<file path="config.mk">
export PLATFORM = sky130hd
export DESIGN_NAME = gf64_pow_seq
export DESIGN_NICKNAME = d
export VERILOG_FILES = /design/src/rtl/gf64_pkg.sv /design/src/rtl/gf64_mul.sv /design/src/rtl/gf64_pow_seq.sv
export SDC_FILE = /design/constraint.sdc
export NUM_CORES = 1
export LEC_CHECK = 0
export BUFFER_PORTS_ARGS = -buffer_cell sky130_fd_sc_hd__buf_2
export CORE_MARGIN = 4
export CORE_UTILIZATION = 58
export CTS_CLUSTER_SIZE = 20
export DETAILED_ROUTE_END_ITERATION = 7
export MAX_ROUTING_LAYER = met4
export PLACE_DENSITY = 0.89
export SLEW_MARGIN = 25
export SYNTH_ARGS = -nofsm -noshare
export SYNTH_HDL_FRONTEND = slang
export SYNTH_HIERARCHICAL = 1
export SYNTH_SLANG_ARGS = --single-unit
</file>
<file path="constraint.sdc">
create_clock -name clk -period 3.4 [get_ports clk]
set_input_delay 0.85 -clock clk [delete_from_list [all_inputs] [get_ports clk]]
set_output_delay 0.85 -clock clk [all_outputs]
set_load 0.02 [all_outputs]
</file>
<file path="src/rtl/gf64_pkg.sv">
// gf64_pkg: shared definitions for GF(2^6) field blocks.
//   GF64_W            - field element width (6)
//   GF64_MOD          - field modulus x^6 + x + 1 (primitive), polynomial basis
//   GF64_ONE          - multiplicative identity
//   CONST_TIME_CYCLES - RUN length of the constant-time exponentiation engine
//   state_t           - engine state encoding {IDLE, RUN, DONE}
package gf64_pkg;

    localparam int           GF64_W            = 6;
    localparam logic [6:0]   GF64_MOD          = 7'h43;
    localparam logic [5:0]   GF64_ONE          = 6'h01;
    localparam int           CONST_TIME_CYCLES = 12;

    typedef enum logic [1:0] {
        IDLE = 2'd0,
        RUN  = 2'd1,
        DONE = 2'd2
    } state_t;

endpackage

</file>
<file path="src/rtl/gf64_mul.sv">
// gf64_mul: combinational GF(2^6) multiplier, p = a * b mod MOD_POLY.
// Parameters:
//   MOD_POLY - 7-bit field modulus (bit 6 must be set)
// Ports:
//   a, b - field operands, polynomial basis (bit i = coefficient of alpha^i)
//   p    - reduced product
module gf64_mul
    import gf64_pkg::*;
#(
    parameter logic [6:0] MOD_POLY = GF64_MOD
) (
    input  logic [GF64_W-1:0] a,
    input  logic [GF64_W-1:0] b,
    output logic [GF64_W-1:0] p
);

    // One shifted copy of a per set bit of b; XOR-ing them gives the
    // 11-bit carry-less product.
    logic [2*GF64_W-2:0] pp [GF64_W];

    genvar gi;
    generate
        for (gi = 0; gi < GF64_W; gi++) begin : g_pp
            assign pp[gi] = b[gi] ? ((2*GF64_W-1)'(a) << gi) : '0;
        end
    endgenerate

    logic [2*GF64_W-2:0] clmul;
    logic [2*GF64_W-2:0] red;

    always_comb begin
        clmul = '0;
        for (int i = 0; i < GF64_W; i++) begin
            clmul = clmul ^ pp[i];
        end
        // Fold the high terms back from the top down; each step clears bit k
        // and can only disturb bits below it.
        red = clmul;
        for (int k = 2*GF64_W-2; k >= GF64_W; k--) begin
            if (red[k]) begin
                red = red ^ ((2*GF64_W-1)'(MOD_POLY) << (k - GF64_W));
            end
        end
        p = red[GF64_W-1:0];
    end

endmodule

</file>
<file path="src/rtl/gf64_pow_seq.sv">
// gf64_pow_seq: iterative GF(2^6) exponentiation engine, y = x^e.
// Left-to-right square-and-multiply over one shared gf64_mul instance.
// Build option: define CONST_TIME_EN for the constant-time variant (fixed
// 12-cycle RUN with dummy multiplies for zero exponent bits). Without it the
// multiply phase is skipped for zero bits and latency is 6 + popcount(e).
// Ports:
//   clk, rst         - clock, synchronous active-high reset
//   in_valid/in_ready- request handshake; x and e sampled on accept
//   out_valid/out_ready - result handshake; y held until accepted
//   y                - result x^e
//   busy             - high in RUN or DONE
module gf64_pow_seq
    import gf64_pkg::*;
#(
    parameter logic [6:0] MOD_POLY = GF64_MOD,
    parameter int         EXP_W    = 6
) (
    input  logic              clk,
    input  logic              rst,
    input  logic              in_valid,
    output logic              in_ready,
    input  logic [GF64_W-1:0] x,
    input  logic [EXP_W-1:0]  e,
    output logic              out_valid,
    input  logic              out_ready,
    output logic [GF64_W-1:0] y,
    output logic              busy
);

    state_t             state_reg, state_next;
    logic [GF64_W-1:0]  acc_reg, acc_next;
    logic [GF64_W-1:0]  x_reg, x_next;
    logic [EXP_W-1:0]   e_reg, e_next;
    logic [3:0]         cnt_reg, cnt_next;
    logic [GF64_W-1:0]  y_reg, y_next;
    logic               out_valid_reg, out_valid_next;

    // cnt[0] selects square (0) or multiply (1); cnt[3:1] walks the exponent
    // bits from the MSB down.
    logic               phase;
    logic [2:0]         bit_idx;
    logic               e_bit;
    logic [GF64_W-1:0]  mul_b;
    logic [GF64_W-1:0]  prod;

    assign phase   = cnt_reg[0];
    assign bit_idx = 3'd5 - cnt_reg[3:1];
    assign e_bit   = e_reg[bit_idx];

    // The single multiplier: (acc, acc) when squaring, (acc, x) when multiplying.
    assign mul_b = phase ? x_reg : acc_reg;

    gf64_mul #(
        .MOD_POLY (MOD_POLY)
    ) u_mul (
        .a (acc_reg),
        .b (mul_b),
        .p (prod)
    );

    assign in_ready  = (state_reg == IDLE) && !rst;
    assign busy      = (state_reg != IDLE);
    assign out_valid = out_valid_reg;
    assign y         = y_reg;

    always_comb begin
        state_next     = state_reg;
        acc_next       = acc_reg;
        x_next         = x_reg;
        e_next         = e_reg;
        cnt_next       = cnt_reg;
        y_next         = y_reg;
        out_valid_next = out_valid_reg;

        case (state_reg)
            IDLE: begin
                if (in_valid) begin
                    x_next     = x;
                    e_next     = e;
                    acc_next   = GF64_ONE;
                    cnt_next   = 4'd0;
                    state_next = RUN;
                end
            end

            RUN: begin
`ifdef CONST_TIME_EN
                if (!phase) begin
                    acc_next = prod;
                    cnt_next = cnt_reg + 4'd1;
                end else begin
                    // The product is always formed; a zero bit just discards it
                    // so activity does not depend on the exponent.
                    acc_next = e_bit ? prod : acc_reg;
                    if (cnt_reg == 4'(CONST_TIME_CYCLES - 1)) begin
                        y_next         = e_bit ? prod : acc_reg;
                        out_valid_next = 1'b1;
                        cnt_next       = 4'd0;
                        state_next     = DONE;
                    end else begin
                        cnt_next = cnt_reg + 4'd1;
                    end
                end
`else
                acc_next = prod;
                if (!phase) begin
                    if (e_bit) begin
                        cnt_next = cnt_reg + 4'd1;
                    end else if (bit_idx == 3'd0) begin
                        y_next         = prod;
                        out_valid_next = 1'b1;
                        cnt_next       = 4'd0;
                        state_next     = DONE;
                    end else begin
                        // Zero bit: jump straight to the next bit's square.
                        cnt_next = cnt_reg + 4'd2;
                    end
                end else begin
                    if (bit_idx == 3'd0) begin
                        y_next         = prod;
                        out_valid_next = 1'b1;
                        cnt_next       = 4'd0;
                        state_next     = DONE;
                    end else begin
                        cnt_next = cnt_reg + 4'd1;
                    end
                end
`endif
            end

            DONE: begin
                if (out_ready) begin
                    out_valid_next = 1'b0;
                    state_next     = IDLE;
                end
            end

            default: begin
                state_next = IDLE;
            end
        endcase
    end

    always_ff @(posedge clk) begin
        if (rst) begin
            state_reg     <= IDLE;
            acc_reg       <= '0;
            x_reg         <= '0;
            e_reg         <= '0;
            cnt_reg       <= '0;
            y_reg         <= '0;
            out_valid_reg <= 1'b0;
        end else begin
            state_reg     <= state_next;
            acc_reg       <= acc_next;
            x_reg         <= x_next;
            e_reg         <= e_next;
            cnt_reg       <= cnt_next;
            y_reg         <= y_next;
            out_valid_reg <= out_valid_next;
        end
    end

endmodule

</file>
Word level (Yosys, flattened, before mapping)

Index checks and enable logic that the tools add are counted.

Input bits: 16
Bits in registers: 31

Muxes and demuxes: 36
Add/sub/neg operators: 3
Bitwise logic cells: 10
Magnitude comparators: 1
Equality and inequality tests: 6
Reductions and logical operators: 12

Operators by type and width:

| kind                | count |
|---|---|
| $xor 11x11->11      | 5 |
| $mux 6              | 7 |
| $mux 4              | 6 |
| $mux 2              | 6 |
| $pmux 6 s2          | 1 |
| $mux 11             | 1 |
| $mux 10             | 1 |
| $not 2->2           | 5 |
| $mux 9              | 1 |
| $mux 8              | 1 |
| $pmux 4 s2          | 1 |
| $mux 7              | 1 |
| $ne 2x2->1 const B  | 3 |
| $pmux 2 s3          | 1 |
| $reduce_and 2->1    | 3 |
| $reduce_and 3->1    | 2 |
| $reduce_bool 2->1   | 3 |
| $mux 1              | 5 |
| $mux 5              | 1 |
| $add 4x1->4 const B | 1 |
| $add 4x2->4 const B | 1 |
| $lt 3x4->1 const B  | 1 |
| $bmux 1 s3          | 1 |
| $logic_not 3->1     | 1 |
| 9 further kinds     | 9 |

Logic depth before layout (Yosys ltp)

Word-level depth: 20
Gate-level depth with buffers: 9
Mapped depth without buffers: 7

Hierarchy

Netlist, hierarchy kept.

By module, submodules not included:

| module       | instances | area an instance (µm²) | seq. area each (µm²) | cells each |
|---|---|---|---|---|
| gf64_pow_seq | 1         | 1534.0                 | 620.6                | 175 |
| gf64_mul     | 1         | 525.5                  | 0.0                  | 71 |

Worst setup path after synthesis

No wires, ideal clock.

Path type: reg2reg
Start point: reg cnt_reg[0]
End point: reg y_reg[1] (netlist: y[1])
Setup time: 141 ps
Path slack: 897 ps
Cell stages (with the launch flop): 9
Arrival time: 2362 ps
Cells stage by stage: dfxtp_1 clkbuf_1 mux2_2 nand2_2 xnor3_1 xnor2_1 xnor3_1 nand2b_1 mux2i_1

Elaborated cells on any way between the ends: 24

RTL lines:

| what                           | line                                     | text |
|---|---|---|
| from (decl)                    | gf64_pow_seq.sv:34                       | `logic [3:0] cnt_reg, cnt_next;` |
| from (signal assigned)         | gf64_pow_seq.sv:158                      | `cnt_reg <= cnt_next;` |
| $mux 6 *                       | gf64_pow_seq.sv:51                       | `assign mul_b = phase ? x_reg : acc_reg;` |
| net mul_b[2]                   | gf64_pow_seq.sv:43                       | `logic [GF64_W-1:0] mul_b;` |
| $mux 8 *                       | gf64_mul.sv:24                           | `assign pp[gi] = b[gi] ? ((2*GF64_W-1)'(a) << gi) : '0;` |
| $xor 11x11->11 * (4 in series) | gf64_mul.sv:34                           | `clmul = clmul ^ pp[i];` |
| $mux 3                         | gf64_mul.sv:40                           | `if (red[k]) begin` |
| $not 2->2 (no line)            | --                                       |  |
| $mux 2 *                       | gf64_mul.sv:40                           |  |
| net prod[1]                    | gf64_pow_seq.sv:44                       | `logic [GF64_W-1:0] prod;` |
| $mux 6 *                       | gf64_pow_seq.sv:109, gf64_pow_seq.sv:119 |  |
| $mux 6                         | gf64_pow_seq.sv:107                      | `if (e_bit) begin` |
| $mux 6 *                       | gf64_pow_seq.sv:106                      | `if (!phase) begin` |
| to (signal assigned)           | gf64_pow_seq.sv:159                      | `y_reg <= y_next;` |
| to (decl)                      | gf64_pow_seq.sv:35                       | `logic [GF64_W-1:0] y_reg, y_next;` |

The timed path passes the listed nets; every way through them passes the cells marked *. The select of a mux whose other input is x is not followed.
A chain may end at the register's enable or synchronous reset.

Worst setup path after layout

Same ends and word-level chain as after synthesis.

==> results.txt <==
CP Launch Point: cnt_reg[0]
routing usage on met1: 27.7%
Main synth FF type: dfxtp_1
Die Area: 0.00457 mm²
CTS max path bufs: 2
min Tclk post-route: 2.59 ns
Max VDD drop: 0.000221 V
WP data required: 3.60 ns
drt wl/cell: 13.9 µm
CTS root buffer: clkbuf_4
Post-synth EDFFs: 0
post-synthesis cell count: 246
final hold violation count: 0
r2r setup slk: 0.81 ns
hold depth: 2
Final HPWL DP: 2990 µm
hold-fix buffers at CTS: 0
fin cells: 309
Rel. slew slack: 47.8%
clock share of power: 37.9%
DRC: 0
largest net degree at the start of global routing: 41
dominant cell type by area after synthesis: dfxtp_1
reg2reg path depth: 7
Core Rows: 21
outcome: completed
Synth top area share: 30.1%
Crit. End Element: register
Pre-antenna DRT Iters: 4
number of global-route vias before repair: 1615
CTS Buf Count: 5
# Max-Cap Violations: 0
Final setup viols: 0
worst min path class: reg2reg
FF/Latch Area: 621 µm²
Syn. warnings: 6
Final Wtd Congestion: 0.922
FF-to-FF End: y[1]
Worst Hold Endpoint: e_reg[4]
diode count: 0
Ports: 25
WL final: 4290 µm
count leader, synth: nand2_1
Initial Util: 60.8%
Final period util: 76.2%
cell area after synthesis: 0.00206 mm²
H-Tree Level Count: 2
Die Y: 67.6 µm
via count: 1696
initial antenna violation count: 0
gr usage total: 22.1%
syn nets: 265
setup_tns: 0 ns
Post-CTS Setup Bufs: 0
total clock sinks: 31
synthesized-area fraction occupied by adder cells: 1.82%
crit path max fanout: 16
Synth top cells by count: nand2_1 (62), dfxtp_1 (31), a21oi_1 (23)
top cells by area, synth: dfxtp_1 (30%), nand2_1 (11%), xnor2_1 (7.7%), a21oi_1 (5.6%), xnor3_1 (5.5%)
compound-gate portion of the synthesized area: 11.9%
first-pass GRT wire length: 7320 µm
WP data arrival: 2.79 ns
DR iter-0 viols: 129
Net Sw Power: 209 µW
Crit Path Category: reg2reg
Distinct cells, synth: 43
worst r2r src: cnt_reg[0]
register bit total from synthesis: 31
XOR/XNOR share of the synthesized area: 17.0%
share of total power in combinational logic: 12.7%
Layout area overhead: 8.32%
Die W: 67.6 µm
Int Pwr: 590 µW
grt met3 use: 4.16%
met2 GRT Util: 33.9%
total gr overflow: 0
Leakage Power: 0.000854 µW
RSZ-0062 raised after global routing: false
CTS tree: done
Clk Latency, worst-skew pair: 0.34 ns
most used routing layer: met2
ys async rst share: 0%
Sw Ratio: 26.2%
Max Fclk: 0.386 GHz
layout cell share with drive strength beyond 1: 17.5%
Max Clock Skew: 0.00820 ns
pwr/cell area: 358 mW/mm²
multi-input logic area: 0.00133 mm²
Worst-path clk slew: 0.10 ns
multiplexer share of the synthesized area: 9.72%
largest family of logic cells by synthesized area: simple AND/OR/NAND/NOR gates
Avg Vias per Cell: 5.49
Placed Cells: 301
port bufs: 24
simple-gate area share of the yosys netlist: 24.2%
layout net count: 281
post-cts resize count: 0
Worst-Margin Slew: 0.777 ns
Reg power frac: 49.4%
Mapped Avg Cell Area: 8.37 µm²
Core Box Area: 0.00339 mm²
fin. max-slew vios: 0
Routed Antenna Nets: 0
crit path launch type: register
register area share after synthesis: 30.1%
HP Start: e_reg[4]
fillers: 284
## cells in the final DEF (no fill, tap or decap), types with 2 or more instances in the layout
cell type / n
nand2_1: 62
dfxtp_1: 31
buf_2: 24
a21oi_1: 23
xnor2_1: 18
nand2b_1: 14
mux2i_1: 11
mux2_2: 8
nor2_1: 7
xor2_1: 6
nand3_1: 5
clkbuf_4: 5
xnor3_1: 5
inv_1: 4
nor3_1: 4
a22oi_1: 3
ha_1: 3
a31oi_1: 2
nand3b_1: 2
nand2_2: 2
## routing by layer
metal  up-vias  share of wire, %
met2        53                45
met3         9               7.3
li1        862                 -
met4         0               3.0
met1       772                45
met5         -                 0
## worst max path at each step
stage | to | slack (ns) | cells after the start
floorplan | y[1] | 0.90 | 8
global placement | y[1] | 0.88 | 7
detailed placement | y[1] | 0.81 | 7
CTS | y[1] | 0.81 | 7
global route | acc_reg[1] | 0.63 | 7
finish | y[1] | 0.81 | 7
## cell type report
type	instances	share of cell area, %
sequential	31	27.8
tap	46	2.58
inverter	4	0.673
multi-input combinational	196	59.7
timing repair buffer	24	5.38
clock buffer	6	2.30
clock inverter	2	1.57
## cell families (layout without fill, tap and decap cells)
| family | Yosys count | in the layout |
|---|---|---|
| DFF | 31 | 31 |
| xor gates and xnor gates | 30 | 30 |
| buffers and inverters | 19 | 36 |
| muxes | 19 | 19 |
| AOI/OAI and AO/OA | 39 | 39 |
| adders and majority gates | 3 | 3 |
| and+or+nand+nor | 105 | 105 |
## power groups by stage
| stage | Sequential (µW) | Clock (µW) | Combinational [µW] |
|---|---|---|---|
| finish | 395 | 303 | 101 |
| global route | 397 | 330 | 112 |
| CTS | 394 | 310 | 100 |
| detailed placement | 403 | 0 | 99.1 |
| global placement | 402 | 0 | 97.2 |
| floorplan | 393 | 0 | 84.1 |
## per-stage QoR
stage / worst slack (ns) / hold WS, ns / util [%] / total power, µW / area [µm²]
2_1_floorplan: 0.897 / 0.433 / - / 477 / 2060
3_3_place_gp: 0.879 / 0.443 / 63.3 / 499 / 2140
3_5_place_dp: 0.813 / 0.446 / 63.3 / 502 / 2140
4_1_cts: 0.811 / 0.460 / 65.8 / 805 / 2230
5_1_grt: 0.631 / 0.488 / 65.8 / 839 / 2230
6_report: 0.808 / 0.458 / 65.8 / 799 / 2230
## critical path: stages (launching register included)
cell and delay [ns]:
dfxtp_1 0.68, mux2_2 0.46, nand2_2 0.07, xnor3_1 0.39, xnor2_1 0.26, xnor3_1 0.46, nand2b_1 0.08, mux2i_1 0.06
(Power assumes the default switching activity.)
